File: src/rtl/icf3z_intc.sv
`timescale 1ns/1ps
`default_nettype none
// ============================================================================
//  Module   : icf3z_intc
//  Brief    : Two-source interrupt controller for the icf3z core. Synchronises
//             and edge-detects INT0/INT1, latches pending bits, applies the
//             mask and drives a prioritised IRQ/IACK/IRET handshake. MASK,
//             PEND and STAT are reachable over the core port bus.
//  Revision : 1.0  initial release
// ============================================================================
module icf3z_intc #(
  parameter logic [7:0] BASE_ID     = 8'hF0,
  parameter int         SYNC_STAGES = 2,
  parameter bit         INT1_LEVEL  = 1'b0
) (
  input  logic       CLK,
  input  logic       xRESET_P,
  input  logic       INT0_IN,
  input  logic       INT1_IN,
  input  logic [7:0] PORT_ID,
  input  logic [7:0] OUT_PORT,
  input  logic       WSTROBE,
  input  logic       RSTROBE,
  output logic [7:0] IN_PORT,
  output logic       RD_HIT,
  output logic       IRQ,
  output logic       IVEC,
  input  logic       IACK,
  input  logic       IRET
);

  localparam logic [7:0] c_ADDR_MASK = BASE_ID;
  localparam logic [7:0] c_ADDR_PEND = BASE_ID + 8'd1;
  localparam logic [7:0] c_ADDR_STAT = BASE_ID + 8'd2;

  typedef enum logic [1:0] {
    ST_IDLE    = 2'd0,
    ST_REQ     = 2'd1,
    ST_SERVICE = 2'd2
  } state_t;

  state_t                 state_q;
  logic                   irq_q;
  logic                   ivec_q;
  logic [SYNC_STAGES-1:0] sync0_q;
  logic [SYNC_STAGES-1:0] sync1_q;
  logic [1:0]             edge_q;
  logic [1:0]             pend_q;
  logic [1:0]             en_q;
  logic                   gie_q;
  logic [7:0]             in_port_q;
  logic                   rd_hit_q;

  logic [1:0] w_synced;
  logic [1:0] w_rise;
  logic       w_wr_mask;
  logic       w_wr_pend;
  logic [1:0] w_w1c;
  logic [1:0] w_ack_clr;
  logic       w_pend0_d;
  logic       w_pend1_d;
  logic       w_req_valid;
  logic       w_rd_hit;
  logic [7:0] w_rd_data;
  logic [7:0] w_stat;
  logic       w_unused;

  assign w_synced  = {sync1_q[SYNC_STAGES-1], sync0_q[SYNC_STAGES-1]};
  assign w_rise    = w_synced & ~edge_q;
  assign w_wr_mask = WSTROBE && (PORT_ID == c_ADDR_MASK);
  assign w_wr_pend = WSTROBE && (PORT_ID == c_ADDR_PEND);
  assign w_w1c     = w_wr_pend ? OUT_PORT[1:0] : 2'b00;
  // IACK only clears the source that was actually being requested.
  assign w_ack_clr = (state_q == ST_REQ && IACK) ? (ivec_q ? 2'b10 : 2'b01) : 2'b00;

  // A fresh edge always beats a same-cycle W1C or acknowledge clear.
  assign w_pend0_d = w_rise[0] | (pend_q[0] & ~w_w1c[0] & ~w_ack_clr[0]);

  generate
    if (INT1_LEVEL) begin : g_int1_level
      assign w_pend1_d = w_synced[1];
    end else begin : g_int1_edge
      assign w_pend1_d = w_rise[1] | (pend_q[1] & ~w_w1c[1] & ~w_ack_clr[1]);
    end
  endgenerate

  assign w_req_valid = gie_q & en_q[ivec_q] & pend_q[ivec_q];
  assign w_stat      = {5'b0, irq_q, ivec_q, (state_q == ST_SERVICE)};
  assign w_rd_hit    = RSTROBE && ((PORT_ID == c_ADDR_MASK) ||
                                   (PORT_ID == c_ADDR_PEND) ||
                                   (PORT_ID == c_ADDR_STAT));
  // Bits not consumed in every configuration are folded here.
  assign w_unused    = ^{OUT_PORT[6:2], w_rise[1], w_w1c[1], w_ack_clr[1]};

  // Read-data mux for the three visible registers.
  always_comb begin
    w_rd_data = 8'h00;
    if (PORT_ID == c_ADDR_MASK)      w_rd_data = {gie_q, 5'b0, en_q};
    else if (PORT_ID == c_ADDR_PEND) w_rd_data = {6'b0, pend_q};
    else if (PORT_ID == c_ADDR_STAT) w_rd_data = w_stat;
  end

  // Input synchronisers followed by the edge-history register.
  always_ff @(posedge CLK or posedge xRESET_P) begin
    if (xRESET_P) begin
      sync0_q <= '0;
      sync1_q <= '0;
      edge_q  <= 2'b00;
    end else begin
      sync0_q <= {sync0_q[SYNC_STAGES-2:0], INT0_IN};
      sync1_q <= {sync1_q[SYNC_STAGES-2:0], INT1_IN};
      edge_q  <= w_synced;
    end
  end

  // Mask and pending registers.
  always_ff @(posedge CLK or posedge xRESET_P) begin
    if (xRESET_P) begin
      en_q   <= 2'b00;
      gie_q  <= 1'b0;
      pend_q <= 2'b00;
    end else begin
      if (w_wr_mask) begin
        en_q  <= OUT_PORT[1:0];
        gie_q <= OUT_PORT[7];
      end
      pend_q <= {w_pend1_d, w_pend0_d};
    end
  end

  // Request/service handshake with registered IRQ and IVEC.
  always_ff @(posedge CLK or posedge xRESET_P) begin
    if (xRESET_P) begin
      state_q <= ST_IDLE;
      irq_q   <= 1'b0;
      ivec_q  <= 1'b0;
    end else begin
      case (state_q)
        ST_IDLE: begin
          if (gie_q && |(pend_q & en_q)) begin
            state_q <= ST_REQ;
            irq_q   <= 1'b1;
            ivec_q  <= ~(pend_q[0] & en_q[0]);
          end
        end
        ST_REQ: begin
          if (IACK) begin
            state_q <= ST_SERVICE;
            irq_q   <= 1'b0;
          end else if (!w_req_valid) begin
            state_q <= ST_IDLE;
            irq_q   <= 1'b0;
          end
        end
        ST_SERVICE: begin
          if (IRET) state_q <= ST_IDLE;
        end
        default: begin
          state_q <= ST_IDLE;
          irq_q   <= 1'b0;
        end
      endcase
    end
  end

  // Registered read port; data holds when no register is addressed.
  always_ff @(posedge CLK or posedge xRESET_P) begin
    if (xRESET_P) begin
      in_port_q <= 8'h00;
      rd_hit_q  <= 1'b0;
    end else begin
      rd_hit_q <= w_rd_hit;
      if (w_rd_hit) in_port_q <= w_rd_data;
    end
  end

  assign IN_PORT = in_port_q;
  assign RD_HIT  = rd_hit_q;
  assign IRQ     = irq_q;
  assign IVEC    = ivec_q;

endmodule
`default_nettype wire

File: config.mk
export PLATFORM = sky130hd
export DESIGN_NAME = icf3z_intc
export DESIGN_NICKNAME = d
export VERILOG_FILES = /design/src/rtl/icf3z_intc.sv
export SDC_FILE = /design/constraint.sdc
export NUM_CORES = 1
export LEC_CHECK = 0
export BUFFER_PORTS_ARGS = -buffer_cell sky130_fd_sc_hd__buf_4
export CORE_MARGIN = 4
export CORE_UTILIZATION = 40
export DETAILED_ROUTE_END_ITERATION = 10
export PLACE_DENSITY = 0.74
export REMOVE_ABC_BUFFERS = 1
export SYNTH_ARGS = -nofsm -noshare
export SYNTH_HDL_FRONTEND = slang
export SYNTH_SLANG_ARGS = --single-unit
File: constraint.sdc
create_clock -name CLK -period 1.4 [get_ports CLK]
set_input_delay 0.14 -clock CLK [delete_from_list [all_inputs] [get_ports CLK]]
set_output_delay 0.14 -clock CLK [all_outputs]
set_load 0.005 [all_outputs]
==> impl_metrics.csv, run 1 <==
group,metric,value,unit
detailed_routing,first_pass_iters,4,
final_layout,layoutNonFillerInstCount,141,
floorplan,start_util,42.5,%
worst_setup_path,cp.required,1600,ps
yosys,netlist_area,948,um2
detailed_routing,vias_per_cell,5.10,
timing,holdWs,64.8,ps
yosys,synth_top_area_cell,"dfrtp_1",
placement,dpl.cell_count,133,
yosys,ys_seq_area_share,52.8,%
floorplan,die_h,56.7,um
timing,final.min_clock_period,1290,ps
grt,grt_usage,14.3,%
yosys,postSynth.asyncResetShare,100,%
detailed_routing,drt_iter0_drc,10,
final_layout,layout-drive-gt1-share,36.3,%
power,ir_drop,0.893,mV
floorplan,die-area,3210,um2
yosys,synth-edff-count,0,
detailed_routing,antenna_left,0,
placement,gp_congestion,0.786,
grt,grt_pass1_wl,3480,um
grt,grt_pass1_vias,731,
worst_setup_path,startpoint_type,"register",
status,status,"completed",
worst_setup_path,critPathKind,"reg2reg",
final_layout,syn_to_final_growth,32.6,%
placement,dp_hpwl,1500,um
clock_network,cts_buffers,3,
worst_hold_path,hold_path_depth,2,
timing,fin_crit_sh,91.9,%
yosys,ys_top_cells_by_area,"dfrtp_1 53%, mux2_4 4.7%, buf_4 4.0%, mux2_2 3.6%, nand4bb_4 2.9%",
worst_setup_path,cp_max_fo,3,
floorplan,ioPinCount,35,
power,powerDensity,998,nW/um2
clock_network,clockBufferDepth,2,
final_layout,final_common_cell,"buf_4",
timing,rsz0062_at_grt,"no",
final_layout,final_core_util,56.3,%
worst_hold_path,hold_class,"in2reg",
final_layout,diodes,0,
power,leakagePower,0.000596,uW
yosys,synthCells,80,
clock_network,clk_latency,300,ps
yosys,yosys_register_bits,20,
timing,final_max_slew_viol_count,0,
placement,io_buffers,25,
detailed_routing,wl_per_cell,14.8,um
detailed_routing,totalWireLength,2090,um
final_layout,nets,138,
clock_network,cts_sinks,20,
timing,fin_worst_skew,5.71,ps
run,drv_cap,0,
final_layout,multi_input_area,400,um2
yosys,synth_top_area_share,52.8,%
final_layout,most-common-layout-cells,"27 x buf_4, 20 x dfrtp_1, 7 x inv_1, 6 x nand2_1",
detailed_routing,routed-via-count,719,
clock_network,clk_pin_slew,110,ps
timing,tns,0,ps
yosys,ys_types,27,
timing,finalHoldViolations,0,
floorplan,die_w,56.7,um
clock_network,cts_root_buffer,"clkbuf_4",
yosys,synth_flop_cell,"dfrtp_1",
clock_network,htreeDepth,1,
final_layout,ff_latch_area,500,um2
detailed_routing,remaining_drc_errors,0,
clock_network,cts_tree,"done",
worst_setup_path,cp-end-kind,"register",
yosys,syn_area_per_cell,11.9,um2
worst_setup_path,ff2ff_path_depth,3,
timing,fmax,777,MHz
grt,grt_max_degree,21,
worst_setup_path,critical_path_arrival,1490,ps
yosys,ys_warn_count,0,
final_layout,n_fill_cell,204,
grt,antenna_found_initial,0,
floorplan,rows,17,
floorplan,design.core.area,2230,um2
timing,setup_viol,0,
grt,grt-ovfl-total,0,
[through the flow]
step                instance area, um2  worst slack, ps  total power (uW)
global route                      1260             42.1              1320
floorplan                          922              127               696
CTS                               1260             60.7              1270
detailed placement                1160           -0.477               787
finish                            1260              114              1260
global placement                  1160             48.3               782
[cell usage after synthesis, drive strengths merged (2+ instances only)]
cell type   n
dfrtp      20
inv         7
mux2        6
nand2       6
buf         5
nand2b      4
o22ai       4
o21ai       3
a211oi      2
a32o        2
and3        2
mux2i       2
nand3       2
nand3b      2
nor3        2
[path summary, 6_finish.rpt]
path | from | end | slack, ps
worst min register to register | sync0_q[0] | sync0_q[1] | 360
worst max register to register | state_q[1] | IVEC | 110
min in group asynchronous | xRESET_P | edge_q[1] | 410
worst max-delay path | state_q[1] | IVEC | 110
max in group asynchronous | xRESET_P | en_q[0] | 790
worst min-delay path | OUT_PORT[7] | gie_q | 60
[cells by family after synthesis]
| kind of cell | after synthesis | share of synthesized area (%) |
|---|---|---|
| flip-flops | 20 | 52.8 |
| other | 1 | 0.395 |
| AND/OR/NAND/NOR | 25 | 19.1 |
| multiplexers | 8 | 10.4 |
| buffers and inverters | 12 | 6.73 |
| AO/OA/AOI/OAI | 14 | 10.6 |
[where the power goes]
group	switching [uW]	leakage (uW)	total, uW	internal [uW]
registers	21.1	0.000254	624	603
logic	69.3	0.000315	163	93.6
clock network	179	0.0000279	468	290
[repair_timing]
action                                  CTS  global route
hold buffers                              4             0
endpoints found under the hold margin    23             0
pin swaps                                 0             1
resized for setup                         1             0
buffers inserted                          0             0
endpoints found under the setup margin    1             1
[per-layer routing]
metal	up-vias	wire, um	share of wire, %	track usage [%]
li1	345	-	-	-
met1	351	837	40	16.2
met2	19	1110	53	24.8
met3	4	92	4.4	2.76
met4	0	48	2.3	8.14
met5	-	0	0	0
[sequential cells by signal, indices dropped and copies added (netlist names)]
register / cells
IN_PORT: 4
IRQ: 1
IVEC: 1
RD_HIT: 1
edge_q: 2
en_q: 2
gie_q: 1
pend_q: 2
state_q: 2
sync0_q: 2
sync1_q: 2
[critical path: stages, from the launching register on]
cell	delay [ps]
dfrtp_1	410
nand2b_1	190
a211oi_2	220
mux2_2	370
[area by class of cell]
class	count	share of cell area, %
Sequential cell	20	39.8
Multi-Input combinational cell	51	31.8
Clock inverter	1	2.39
Timing Repair Buffer	31	19.3
Inverter	7	2.09
Clock buffer	3	1.79
Tap cell	28	2.79
No activity file was read; power rests on OpenSTA's default activity.
==> run 2: changes to the inputs <==
Settings changed: ABC_AREA set to 1, CTS_BUF_LIST set to sky130_fd_sc_hd__clkbuf_2 sky130_fd_sc_hd__clkbuf_4 sky130_fd_sc_hd__clkbuf_8, HOLD_SLACK_MARGIN set to 0.12, PLACE_DENSITY 0.74 to 0.73.
==> run 2 against run 1 <==
Against the previous run:
- final area grew 8.8%
- count of clock-buffer cells in the layout is the same
- first-iteration DRC count grew 60%
- sequential power shrank 1%
- critical path type is now in2reg
- largest cell class unchanged
==> impl_metrics.csv, run 2 <==
group,metric,value,unit
floorplan,ioPinCount,35,
placement,dp_hpwl,1460,um
worst_setup_path,critical_path_buf_inv_count,3,
grt,use_met3,2.26,%
final_layout,layout-drive-gt1-share,25.3,%
detailed_routing,remaining_drc_errors,0,
yosys,yosysMostFrequentCell,"nand2_1",
timing,fin_crit_sh,93.0,%
final_layout,most-common-layout-cells,"38 x nand2_1, 26 x buf_4, 20 x dfrtp_1, 15 x nand3_1, 13 x inv_1",
grt,busiest_layer,"met2",
power,ir_drop,0.722,mV
worst_setup_path,cp_max_fo,2,
worst_setup_path,crit_top_cell,"dlygate4sd3_1",
yosys,ys_top_cells_by_count,"38 x nand2_1, 20 x dfrtp_1, 15 x nand3_1, 13 x inv_1, 6 x nor2_1",
clock_network,post_cts_buffers,0,
yosys,ys_top_cells_by_area,"dfrtp_1 51%, nand2_1 15%, nand3_1 7.6%, inv_1 5.0%, buf_4 3.1%",
worst_setup_path,critical_path_arrival,1500,ps
detailed_routing,antenna_left,0,
detailed_routing,totalWireLength,1900,um
timing,rsz0062_at_grt,"no",
yosys,synth_top_area_share,50.9,%
yosys,ys_types,21,
worst_setup_path,ff2ff_path_depth,7,
yosys,yosys_register_bits,20,
detailed_routing,vias_per_cell,4.67,
floorplan,design.core.area,2280,um2
worst_hold_path,hold_path_depth,4,
clock_network,cts_buffers,3,
worst_setup_path,cp.required,1600,ps
worst_hold_path,hold_class,"in2reg",
yosys,synth_flop_cell,"dfrtp_1",
clock_network,clockBufferDepth,2,
grt,met1_usage,15.2,%
floorplan,die_w,57.6,um
grt,grt_usage,12.5,%
final_layout,syn_to_final_growth,39.1,%
clock_network,cts_hold_buf,12,
worst_setup_path,cp_slowest_stage_delay,560,ps
clock_network,ctsResizeCount,0,
worst_setup_path,r2r_start,"state_q[0]",
final_layout,nets,183,
timing,final.min_clock_period,1300,ps
status,status,"completed",
clock_network,cts_root_buffer,"clkbuf_4",
yosys,synth-edff-count,0,
detailed_routing,drt_iter0_drc,16,
power,leakagePower,0.000740,uW
clock_network,htreeDepth,1,
worst_setup_path,cp-end-kind,"register",
timing,holdWs,148,ps
yosys,syn_area_per_cell,8.41,um2
grt,grt_max_degree,21,
timing,fmax,768,MHz
grt,grt_pass1_wl,3330,um
timing,setup_viol,0,
worst_setup_path,r2r-end,"pend_q[1]",
timing,tns,0,ps
yosys,postSynth.asyncResetShare,100,%
detailed_routing,routed-via-count,868,
yosys,netlist_area,983,um2
worst_setup_path,crit_path_start,"OUT_PORT[1]",
clock_network,cts_sinks,20,
floorplan,die-area,3320,um2
timing,fin_worst_skew,6.22,ps
floorplan,start_util,43.2,%
worst_setup_path,critPathKind,"in2reg",
worst_setup_path,cp_slowest_cell,"dlygate4sd3_1",
yosys,ys_seq_area_share,50.9,%
worst_setup_path,endpoint,"en_q[1]",
grt,grt_pass1_vias,837,
clock_network,clk_pin_slew,110,ps
timing,final_max_slew_viol_count,0,
final_layout,diodes,0,
worst_setup_path,path_depth,5,
yosys,synth_top_area_cell,"dfrtp_1",
worst_setup_path,r2r_slack,300,ps
final_layout,largest_reg_flops,4,
placement,io_buffers,25,
grt,antenna_found_initial,0,
grt,grt-ovfl-total,0,
timing,finalHoldViolations,0,
final_layout,final_common_cell,"nand2_1",
clock_network,cts_tree,"done",
worst_setup_path,startpoint_type,"primary input",
detailed_routing,wl_per_cell,10.2,um
power,powerDensity,899,nW/um2
detailed_routing,first_pass_iters,4,
grt,globalRouteMet2Util,22.7,%
clock_network,clk_latency,290,ps
floorplan,die_h,57.6,um
placement,gp_congestion,0.817,
worst_setup_path,path_delay_family,"buffers and inverters",
yosys,synthCells,117,
yosys,ys_warn_count,0,
worst_setup_path,crit_chain,"dlygate4sd3_1 > buf_4 > nand3_1 > dlygate4sd3_1 > nand2_1",
floorplan,rows,17,
run,drv_cap,0,
-- run 2: cell count changes after synthesis, moves of 3 or more --
cell	before	now
mux2_2	3	0
nor2_1	1	6
o22ai_1	4	0
inv_1	7	13
nand2_1	6	38
mux2_4	3	0
nand2b_1	4	0
nand3_1	2	15
-- run 2: cells by family after synthesis --
| kind of cell | share of synthesized area, % |
|---|---|
| compound gates | 6.49 |
| buf+inv | 8.78 |
| flops | 50.9 |
| other cells | 0.381 |
| simple gates | 33.5 |
-- run 2: power breakdown --
part	internal [uW]	leakage [uW]	total, uW	switching (uW)
sequential	599	0.000254	616	17.3
clock	289	0.0000279	461	172
combinational	79.6	0.000458	153	72.9
-- run 2: area by class of cell --
cell class	count	area, um2
multi-input cells	81	408
flip-flops and latches	20	500
repair buffers	38	315
inverters	15	56.3
well taps	28	35.0
clock inverters	1	30.0
fillers	196	908
clock buffers	3	22.5
-- run 2: worst min path at each step --
stage          startpoint          to  slack, ps
2_1_floorplan    xRESET_P  IN_PORT[0]        100
3_3_place_gp     xRESET_P  sync1_q[0]        180
3_5_place_dp     xRESET_P  sync1_q[0]        190
4_1_cts           WSTROBE     en_q[0]        130
5_1_grt        PORT_ID[2]      RD_HIT        170
6_report          WSTROBE     en_q[1]        150
-- run 2: worst reg2reg max path, delay by kind of cell (launching register included) --
family / cells / cell delay, ps
flip-flops: 1 / 390
AO/OA/AOI/OAI: 1 / 160
buffers and inverters: 2 / 120
AND/OR/NAND/NOR: 4 / 340
-- run 2: through the flow --
step	total power, uW	util, %	std cells	instance area, um2	setup WS, ps
final	1230	60.1	186	1370	98.6
after global routing	1280	60.1	186	1370	46.9
after CTS	1250	60.1	186	1370	140
after detailed placement	761	52.5	170	1190	314
after global placement	757	52.5	170	1190	349
after floorplan	685	-	116	965	432
-- run 2: metal layers --
layer	wire length, um	share of wire [%]
met2	962	51
met4	0	0
met3	126	6.6
met5	0	0
met1	813	43
